[src/rtl/counter_ud_mod_if.sv]
// Control and status bundle for the up/down modulo counter.
// The master side (bench or upstream logic) drives the controls; the
// counter itself sits on the slave side and returns count, carry and done.
interface counter_ud_mod_if #(
  parameter int WIDTH = 8
);
  logic             en;
  logic             up;
  logic             load;
  logic [WIDTH-1:0] d;
  logic [WIDTH-1:0] mod_val;
  logic             one_shot;
  logic [WIDTH-1:0] q;
  logic             co;
  logic             done;

  modport master (
    output en, up, load, d, mod_val, one_shot,
    input  q, co, done
  );

  modport slave (
    input  en, up, load, d, mod_val, one_shot,
    output q, co, done
  );
endinterface

[src/rtl/counter_ud_mod.sv]
// Up/down modulo counter with runtime modulus, parallel load and
// wrap / one-shot mode. Stages cascade by feeding one stage's co into
// the next stage's en. WIDTH is intended to stay within 2..16.
module counter_ud_mod #(
  parameter int WIDTH = 8
) (
  input logic             clk,
  input logic             r,
  counter_ud_mod_if.slave bus
);

  localparam logic [0:0]       S_RUN  = 1'b0;
  localparam logic [0:0]       S_HALT = 1'b1;
  localparam logic [WIDTH-1:0] ONE    = {{(WIDTH-1){1'b0}}, 1'b1};
  localparam logic [WIDTH-1:0] ZERO   = '0;

  logic [WIDTH-1:0] r_q;
  logic [0:0]       r_state;
  logic             r_done;

  logic [WIDTH-1:0] w_term;
  logic             w_tc;
  logic             w_run;
  logic             w_step;
  logic [WIDTH-1:0] w_qNext;
  logic [0:0]       w_stateNext;
  logic             w_doneNext;

  // Terminal value wraps naturally, so a modulus of 0 yields all ones (full range).
  assign w_term = bus.mod_val - ONE;

  // Up uses >= so that lowering the modulus below the current count still wraps.
  assign w_tc   = bus.up ? (r_q >= w_term) : (r_q == ZERO);
  assign w_run  = (r_state == S_RUN);
  assign w_step = bus.en & ~bus.load & w_run;

  // Next-state selection: load beats counting, counting beats hold.
  always_comb begin
    w_qNext     = r_q;
    w_stateNext = r_state;
    w_doneNext  = r_done;
    if (bus.load) begin
      w_qNext     = bus.d;
      w_stateNext = S_RUN;
      w_doneNext  = 1'b0;
    end else if (w_step) begin
      if (!w_tc) begin
        if (bus.up) begin
          w_qNext = r_q + ONE;
        end else if (r_q > w_term) begin
          w_qNext = w_term;
        end else begin
          w_qNext = r_q - ONE;
        end
      end else if (bus.one_shot) begin
        w_stateNext = S_HALT;
        w_doneNext  = 1'b1;
      end else begin
        w_qNext = bus.up ? ZERO : w_term;
      end
    end
  end

  // State registers with asynchronous return to zero / RUN.
  always_ff @(posedge clk or posedge r) begin
    if (r) begin
      r_q     <= ZERO;
      r_state <= S_RUN;
      r_done  <= 1'b0;
    end else begin
      r_q     <= w_qNext;
      r_state <= w_stateNext;
      r_done  <= w_doneNext;
    end
  end

  // Carry is combinational so the next stage steps on the same edge as this wrap.
  assign bus.co   = w_step & ~r & w_tc;
  assign bus.q    = r_q;
  assign bus.done = r_done;

endmodule

[src/flat_wrapper.sv]
// flat-port wrapper written by rule: the top's interface ports become plain ports
module counter_ud_mod_flat 
#(
  parameter int WIDTH = 8
)
  (clk, r, bus_en, bus_up, bus_load, bus_d, bus_mod_val, bus_one_shot, bus_q, bus_co, bus_done);
  counter_ud_mod_if #(.WIDTH(WIDTH)) bus_i ();
  input logic clk;
  input logic r;
  input wire logic [$bits(bus_i.en)-1:0] bus_en;
  input wire logic [$bits(bus_i.up)-1:0] bus_up;
  input wire logic [$bits(bus_i.load)-1:0] bus_load;
  input wire logic [$bits(bus_i.d)-1:0] bus_d;
  input wire logic [$bits(bus_i.mod_val)-1:0] bus_mod_val;
  input wire logic [$bits(bus_i.one_shot)-1:0] bus_one_shot;
  output wire logic [$bits(bus_i.q)-1:0] bus_q;
  output wire logic [$bits(bus_i.co)-1:0] bus_co;
  output wire logic [$bits(bus_i.done)-1:0] bus_done;
  assign bus_i.en = bus_en;
  assign bus_i.up = bus_up;
  assign bus_i.load = bus_load;
  assign bus_i.d = bus_d;
  assign bus_i.mod_val = bus_mod_val;
  assign bus_i.one_shot = bus_one_shot;
  assign bus_q = bus_i.q;
  assign bus_co = bus_i.co;
  assign bus_done = bus_i.done;
  counter_ud_mod #(.WIDTH(WIDTH)) u_core (.clk(clk), .r(r), .bus(bus_i));
endmodule
[config.mk]
export PLATFORM = sky130hd
export DESIGN_NAME = counter_ud_mod_flat
export DESIGN_NICKNAME = d
export VERILOG_FILES = /design/src/rtl/counter_ud_mod_if.sv /design/src/rtl/counter_ud_mod.sv /design/src/flat_wrapper.sv
export SDC_FILE = /design/constraint.sdc
export NUM_CORES = 1
export LEC_CHECK = 0
export ABC_AREA = 0
export CORE_MARGIN = 2
export CORE_UTILIZATION = 55
export CTS_BUF_LIST = sky130_fd_sc_hd__clkbuf_16
export DETAILED_ROUTE_END_ITERATION = 6
export HOLD_SLACK_MARGIN = 0.02
export PLACE_DENSITY = 0.95
export SLEW_MARGIN = 5
export SYNTH_ARGS = -nofsm -noshare
export SYNTH_HDL_FRONTEND = slang
export SYNTH_SLANG_ARGS = --single-unit
[constraint.sdc]
create_clock -name clk -period 6.2 [get_ports clk]
set_input_delay 0.62 -clock clk [delete_from_list [all_inputs] [get_ports clk]]
set_output_delay 0.62 -clock clk [all_outputs]
set_load 0.02 [all_outputs]
==> results of run 1 <==
-- metal layers --
metal	vias to the layer above	part of all wire, %	GRT usage [%]	wire (um)
met5	-	0	0	0
met4	0	3.5	16.3	146
met3	18	8.3	5.19	347
met2	110	49	52.6	2040
met1	713	39	38.6	1650
li1	731	-	-	-
-- final timing paths --
| path | slack (ns) | cells after the start | to | start |
|---|---|---|---|---|
| max | 1.23 | 14 | bus_co | bus_mod_val[0] |
| min | 0.55 | 2 | u_core.r_state | u_core.r_state |
| max reg2reg | 3.10 | 11 | u_core.bus.q[5] | u_core.bus.q[0] |
| min reg2reg | 0.55 | 2 | u_core.r_state | u_core.r_state |
| max in group asynchronous | 5.22 | 2 | u_core.bus.q[1] | r |
| min in group asynchronous | 0.70 | 2 | u_core.bus.q[5] | r |
-- final cells by class --
type	instances	area share (%)
clock buffers	3	4.23
clock inverters	1	0.211
multi-input cells	149	60.8
inverters	12	2.54
repair buffers	31	17.5
well taps	30	2.11
flip-flops and latches	9	12.7
-- worst register-to-register path, cell delays in order (launching register included) --
cell and delay [ns]:
dfrtp_1 0.51, inv_1 0.17, ha_1 0.33, nor2b_1 0.05, o21ai_0 0.18, a31oi_1 0.15
maj3_1 0.41, o211ai_4 0.24, and2_1 0.30, nor3_1 0.09, o21ai_0 0.33, a31oi_1 0.18
-- state kept, by name, indices dropped and copies added (netlist names) --
name / flops
u_core.r_state: 1
u_core.bus.q: 8
-- placed cells by master, fill, tap and decap left out, drive strengths merged, types with 5 or more instances in the layout --
cell,netlist,final
ha,9,9
xnor2,6,6
o21ai,10,10
a21oi,9,9
xor2,5,5
nor2,15,15
inv,12,13
nor3,13,13
clkdlybuf4s50,0,31
dfrtp,9,9
o22ai,8,8
nand2,11,11
a31oi,10,10
-- metrics by stage --
stage	total power [uW]	cells	util, %	instance area, um2	setup WS, ns
floorplan	244	182	-	1410	2.26
CTS	428	235	72.4	1780	1.26
finish	433	235	72.4	1780	1.23
detailed placement	311	231	69.2	1700	1.26
global route	461	235	72.4	1780	1.07
global placement	303	231	69.2	1700	1.46
-- report_power, final --
part	internal, uW	switching, uW	total (uW)
logic	99.9	117	217
clock network	84.5	30.1	115
registers	68.3	33.8	102
-- logic make-up after synthesis --
| group | synth area share, % |
|---|---|
| compound gates | 30.4 |
| simple gates | 24.8 |
| buf+inv | 7.12 |
| xor+xnor | 8.55 |
| flops | 16.0 |
| mux | 3.65 |
| fa+ha+maj | 9.53 |
==> results.txt, run 1 <==
The run finished with clean final reports. Global routing used 31.5% of the available tracks across all layers. The number of clock buffers inserted by TritonCTS came out at 3. Of all flip-flops after synthesis, the portion carrying an async set or reset was 100%. The wire length of the first global-routing pass came out at 6770 um.

The maximum number of pins on one net before global-route repair came out at 20. TritonCTS built the clock tree. The number of antenna cells inserted is 0. The critical path required time is between 5 and 6 ns. The floorplan die area came out at roughly 3000 um2. The count of endpoints failing hold in the final timing report came out at 0. Setup violations remaining at the end of the flow were counted as 0.

The total of buffers placed on input and output ports came out at 31. For this run, the top clock speed supported by timing is 201 MHz. The placement row count is 18.

The number of vias in the routed layout is 1572. The critical path in this run is classified as primary input to primary output. The count of pins over their slew limit was 0. After synthesis, the netlist uses 52 different library cells. The areal power density over the cells is 244 nW/um2. The total of max-cap violations is 0.

The gate family responsible for the most delay along the worst path is buffers and inverters. The critical-path maximum fanout came out at 6. The total leakage power came out at 0.000704 uW. Gates resized during post-CTS repair numbered 0. The slowest library cell on the worst path is clkdlybuf4s50_1. The iteration-0 DRC count of the detailed router is 91. The share of synthesized area occupied by flip-flops and latches came out at between 10% and 20%. The routed wire length per instance came out at 17.8 um.

In the post-synthesis netlist, the biggest area contributors are dfrtp_1 16%, ha_1 8.0%, a31oi_1 4.5%. Setup repair after global routing left no endpoint under its margin. The first TritonRoute pass finished after 4 iterations. The total setup buffers inserted after CTS came out at 0.

The netlist area before placement came out at 1410 um2. The sort of element at the start of the critical path is a primary input. The final weighted congestion of routability-driven global placement came out at 0.920. The tree is rooted in a clkbuf_16.

The number of design rule violations left after detail routing came out at 0. Summing all multi-input logic gate instances after layout gives 1080 um2. The total number of clock tree sinks is 9. The worst path uses between 80% and 90% of the clock period.

Summing all flip-flop and latch instances after layout gives roughly 230 um2. The area inside the core boundary came out at 2450 um2. The clock-pin slew of the registers on the worst-case setup and hold paths came out at 0.04 ns. The number of fillers in the final layout is 188. The biggest area contributor in the post-synthesis netlist is dfrtp_1. The number of global-route vias before repair came out at approximately 1400.

The relative max-transition margin came out at 50.3%. The critical path's largest stage delay came out at 0.65 ns. The initial antenna violation count came to 0. The nature of the critical path endpoint is a primary output.

The final sum of negative setup slack is 0 ns. The die width is 54.5 um. The number of warnings issued by yosys came out at 0.

The residual antenna-violating net count after detailed routing is 0. Once detailed placement completed, the half-perimeter wirelength came to 3040 um. Among all flip-flop cells after synthesis, the most frequent one is dfrtp_1. The number of enable flip-flop cells after synthesis came out at 0. The worst-case IR drop observed on VDD is around 0.00018 V. The mean instance size in the synthesized netlist came out at 7.72 um2. At the end of the flow, the number of nets in the layout was 237. The worst-case hold slack came out at about 0.55 ns.

The initial standard-cell utilization of the core came out at a little under three fifths. The top-area cell type share of the netlist area is 16.0%. The average vias per placed instance came out at ~6.7. The count of buffer and inverter cells on the critical path is 4.

The die is 54.5 um tall. The area growth from synthesis to layout is 26.4%. The synthesized flop and latch total is 9. The critical path arrival is about 4.4 ns. The synthesized net count is 213.

The worst hold path belongs to the class flip-flop to flip-flop. The commonest cells after synthesis are 15 x nor2_1, 12 x inv_1, 11 x nor3_1, 10 x a31oi_1, 10 x nand2_1. CTS built an H-tree with a depth of 1. The fraction of layout cells with a size suffix above 1 is 7.32%.

For the final database, setup skew stands at between 0.0015 and 0.002 ns. In this run, post-CTS hold repair placed 0 buffers. After global routing the overflow that remains totals 0. The longest clock path from root to sink contains 2 buffers. The shortest clock period the worst path allows after layout is 4.97 ns. The worst-skew pair later-pin latency is 0.24 ns.

The slew at the pin closest to its max-slew limit is 0.743 ns. The signal on the critical path passes through clkdlybuf4s50_1 > inv_1 > ha_1 > inv_1 > or3_1 > xor2_1 > ha_1 > a21o_1 > a31oi_1 > maj3_1 > o211ai_4 > nand2_1 > nor4_1 > clkdlybuf4s50_1. After detailed routing, the total wire length is 4180 um.

In the post-synthesis netlist, the cell with the most instances is nor2_1. Synthesis handed over a netlist of 182 instances. The number of placed I/O pins is 32.
Power figures use the tool's default switching activity.
==> run 2: changes to the inputs <==
CORE_UTILIZATION = 46   (was 55)
PLACE_DENSITY = 0.88   (was 0.95)
clock period = 4.05 ns   (was 6.2 ns; I/O delays follow)
==> run 2 against run 1 <==
Combinational power grew 57%. Worst setup slack lost 1.0 ns. Clock power grew 50%. Utilization shrank 10 points. Clock skew is essentially flat. Sequential share of layout area shrank 0.51 points. Highest routed layer unchanged.
==> results.txt, run 2 (synthesis results as in run 1) <==
The number of vias in the routed layout is 1550 (was 1572). The class of the worst hold path is primary input to async pin (was flip-flop to flip-flop). The number of buffers between clock root and the deepest sink is 2 (unchanged). The number of placed I/O pins is 32 (unchanged). The number of levels the H-tree was split into was 1 (unchanged). The maximum number of pins on one net before global-route repair came out at 20 (unchanged).

The total power is 664 uW (was 433 uW). The switching part of the total power came out at 40.3% (was 41.7%). The initial standard-cell utilization of the core is 47.2% (was 57.2%). The die width is 59.3 um (was 54.5 um). The residual antenna-violating net count after detailed routing came out at 0 (unchanged). The number of clock buffers inserted by TritonCTS came out at 3 (unchanged). The clock root buffer master is clkbuf_16 (unchanged). The worst clock skew is 0.00186 ns (was 0.00180 ns). The internal power of the cells came out at 396 uW (was 253 uW). The CTS tree was done (unchanged).

The placement row count is 20 (was 18). The critical path's largest stage delay is 0.43 ns (was 0.65 ns). The worst path needs roughly 3.8 ns of the cycle, external delays included. The critical path arrival is 3.43 ns (was 4.35 ns). The maximum vdd ir drop is 0.000243 V (was 0.000175 V). The worst-skew pair later-pin latency came out at 0.24 ns (about the same).

The net switching power of the design is 267 uW (was 181 uW). The total of max-cap violations is 0 (unchanged). The placed cell area is 1780 um2 (was 1700 um2). The clock-pin slew of the registers on the worst-case setup and hold paths came out at 0.04 ns (about the same).

The setup violation total in the final timing report is 0 (unchanged). The number of cells in the finished layout apart from fillers is 248 (was 235). The number of global-route vias before repair came out at 1423 (was 1432). The total of buffers placed on input and output ports came out at 31 (unchanged). The areal power density over the cells came out at 359 nW/um2 (was 244 nW/um2).

The depth of the most critical reg-to-reg path is 12 (was 11). The floorplan die area came to 3510 um2 (was 2980 um2). The area growth from synthesis to layout is 31.7% (was 26.4%). The sequential cell fraction of total power was 22.7% (was 23.6%). The number of antenna cells inserted is 0 (unchanged). Commonest cells after routing, fill and taps aside: 30 x clkdlybuf4s50_1, 15 x nor2_1, 13 x inv_1 (was 31 x clkdlybuf4s50_1, 15 x nor2_1, 13 x inv_1).

The count of endpoints failing hold in the final timing report is 0 (unchanged). The vertical die dimension is 59.3 um (was 54.5 um). The maximum clock rate came out at ~260 MHz.

The number of iterations in the first detailed-routing pass is 4 (unchanged). The number of design rule violations left after detail routing came out at 0 (unchanged). The post-route cell area is 1850 um2 (was 1780 um2).

The fraction of layout cells with a size suffix above 1 is 12.1% (was 7.32%). The total number of clock tree sinks is 9 (unchanged). The nature of the critical path endpoint was a primary output (unchanged). The critical-path maximum fanout is 3 (was 6). The slew at the pin closest to its max-slew limit was 0.485 ns (was 0.743 ns). The sum of net half-perimeters after detailed placement is 2990 um (was 3040 um).

The area inside the core boundary is 2980 um2 (was 2450 um2). The flip-flop count of the largest register, all copies and words added came out at 8 (unchanged). The combinational fraction of design power came out at 51.3% (was 50.0%).

The category of the most critical setup path is primary input to primary output (unchanged). RSZ-0062 raised after global routing: false (unchanged). The number of nets in the final layout is 247 (was 237).

The initial antenna violation count came out at 0 (unchanged). The slowest library cell on the worst path is clkdlybuf4s50_1 (unchanged). The routed wire length per instance came out at 16.1 um (was 17.8 um). The sort of element at the start of the critical path is a primary input (unchanged). The iteration-0 DRC count of the detailed router is 135 (was 91). The count of pins over their slew limit is 0 (unchanged). The final weighted congestion of routability-driven global placement is 0.936 (was 0.920). The share of total power in the clock network came out at 26.0% (was 26.4%). The post-detailed-routing wire length is 4000 um (was 4180 um). The relative max-transition margin came out at 67.6% (was 50.3%).

The average vias per placed instance is 6.25 (was 6.69). The overall routing resource usage is 24.6% (was 31.5%). The total leakage power is 0.000753 uW (was 0.000704 uW). The post-route core utilization is 62.1% (was 72.4%). Status: complete, no violations (unchanged).

The placed cell count is 244 (was 231). Crit-path cells: clkdlybuf4s50_1 > inv_1 > ha_1 > inv_1 > or3_1 > xor2_1 > ha_1 > a21o_1 > a31oi_1 > maj3_1 > o211ai_4 > nand2_1 > nor4_1 > clkbuf_2 (was clkdlybuf4s50_1 > inv_1 > ha_1 > inv_1 > or3_1 > xor2_1 > ha_1 > a21o_1 > a31oi_1 > maj3_1 > o211ai_4 > nand2_1 > nor4_1 > clkdlybuf4s50_1). The total global routing overflow came to 0 (unchanged). The wire length of the first global-routing pass is 6630 um (was 6770 um).

Dividing the final minimum period by the clock period gives 94.8%. The leading cell type in the layout, fill and taps excluded is clkdlybuf4s50_1 (unchanged). The critical path required time is 3.64 ns (was 5.58 ns).
-- run 2: changes by cell type in the layout (fill, tap and decap cells not counted) --
cell             before  now
buf_4                 0   10
clkbuf_2              0    1
clkdlybuf4s50_1      31   30
-- run 2: cell type report --
cell class              instances  area [um2]
clock buffers                   3        75.1
clock inverters                 1        3.75
fillers                       254        1130
inverters                      12        45.0
multi-input cells             149        1080
flip-flops and latches          9         225
well taps                      33        41.3
repair buffers                 41         380
-- run 2: power groups by stage --
stage | Combinational (uW) | Clock [uW] | Sequential, uW
floorplan | 235 | 0 | 139
global placement | 327 | 0 | 149
detailed placement | 335 | 0 | 150
CTS | 337 | 174 | 149
global route | 375 | 184 | 154
finish | 340 | 172 | 151
-- run 2: final timing paths --
path,start,to,slack [ns]
max in group asynchronous,r,u_core.bus.q[1],3.30
min reg2reg,u_core.r_state,u_core.r_state,0.58
max,bus_mod_val[0],bus_co,0.21
min,r,u_core.bus.q[5],0.49
max reg2reg,u_core.bus.q[0],u_core.bus.q[5],1.06
min in group clk,u_core.r_state,u_core.r_state,0.58
-- run 2: metrics by stage --
step	hold slack, ns	setup slack [ns]	TNS (ns)
floorplan	0.233	0.540	0
global placement	0.513	-0.00948	-0.00948
detailed placement	0.514	-0.182	-0.182
CTS	0.501	0.113	0
global route	0.524	0.110	0
finish	0.494	0.210	0
-- run 2: worst max-delay path, delay by kind of cell --
kind | cells | cell delay, ns
adder cells (fa/ha/maj) | 3 | 0.90
buffers and inverters | 4 | 0.85
AND/OR/NAND/NOR | 3 | 0.77
AO/OA/AOI/OAI | 3 | 0.34
XOR/XNOR | 1 | 0.16
-- run 2: metal layers --
metal	global-route usage, %	wire, um	vias to the layer above
met4	4.87	89	0
met3	6.77	278	13
met2	39.4	1890	67
met5	0	0	-
met1	33.0	1740	717
li1	-	-	753
-- run 2: repair_timing --
action | in CTS | in global routing
hold endpoints to repair | 0 | 0
setup endpoints to repair | 1 | 1
hold buffers | 0 | 0
setup buffers | 0 | 0
gates resized for setup | 1 | 3
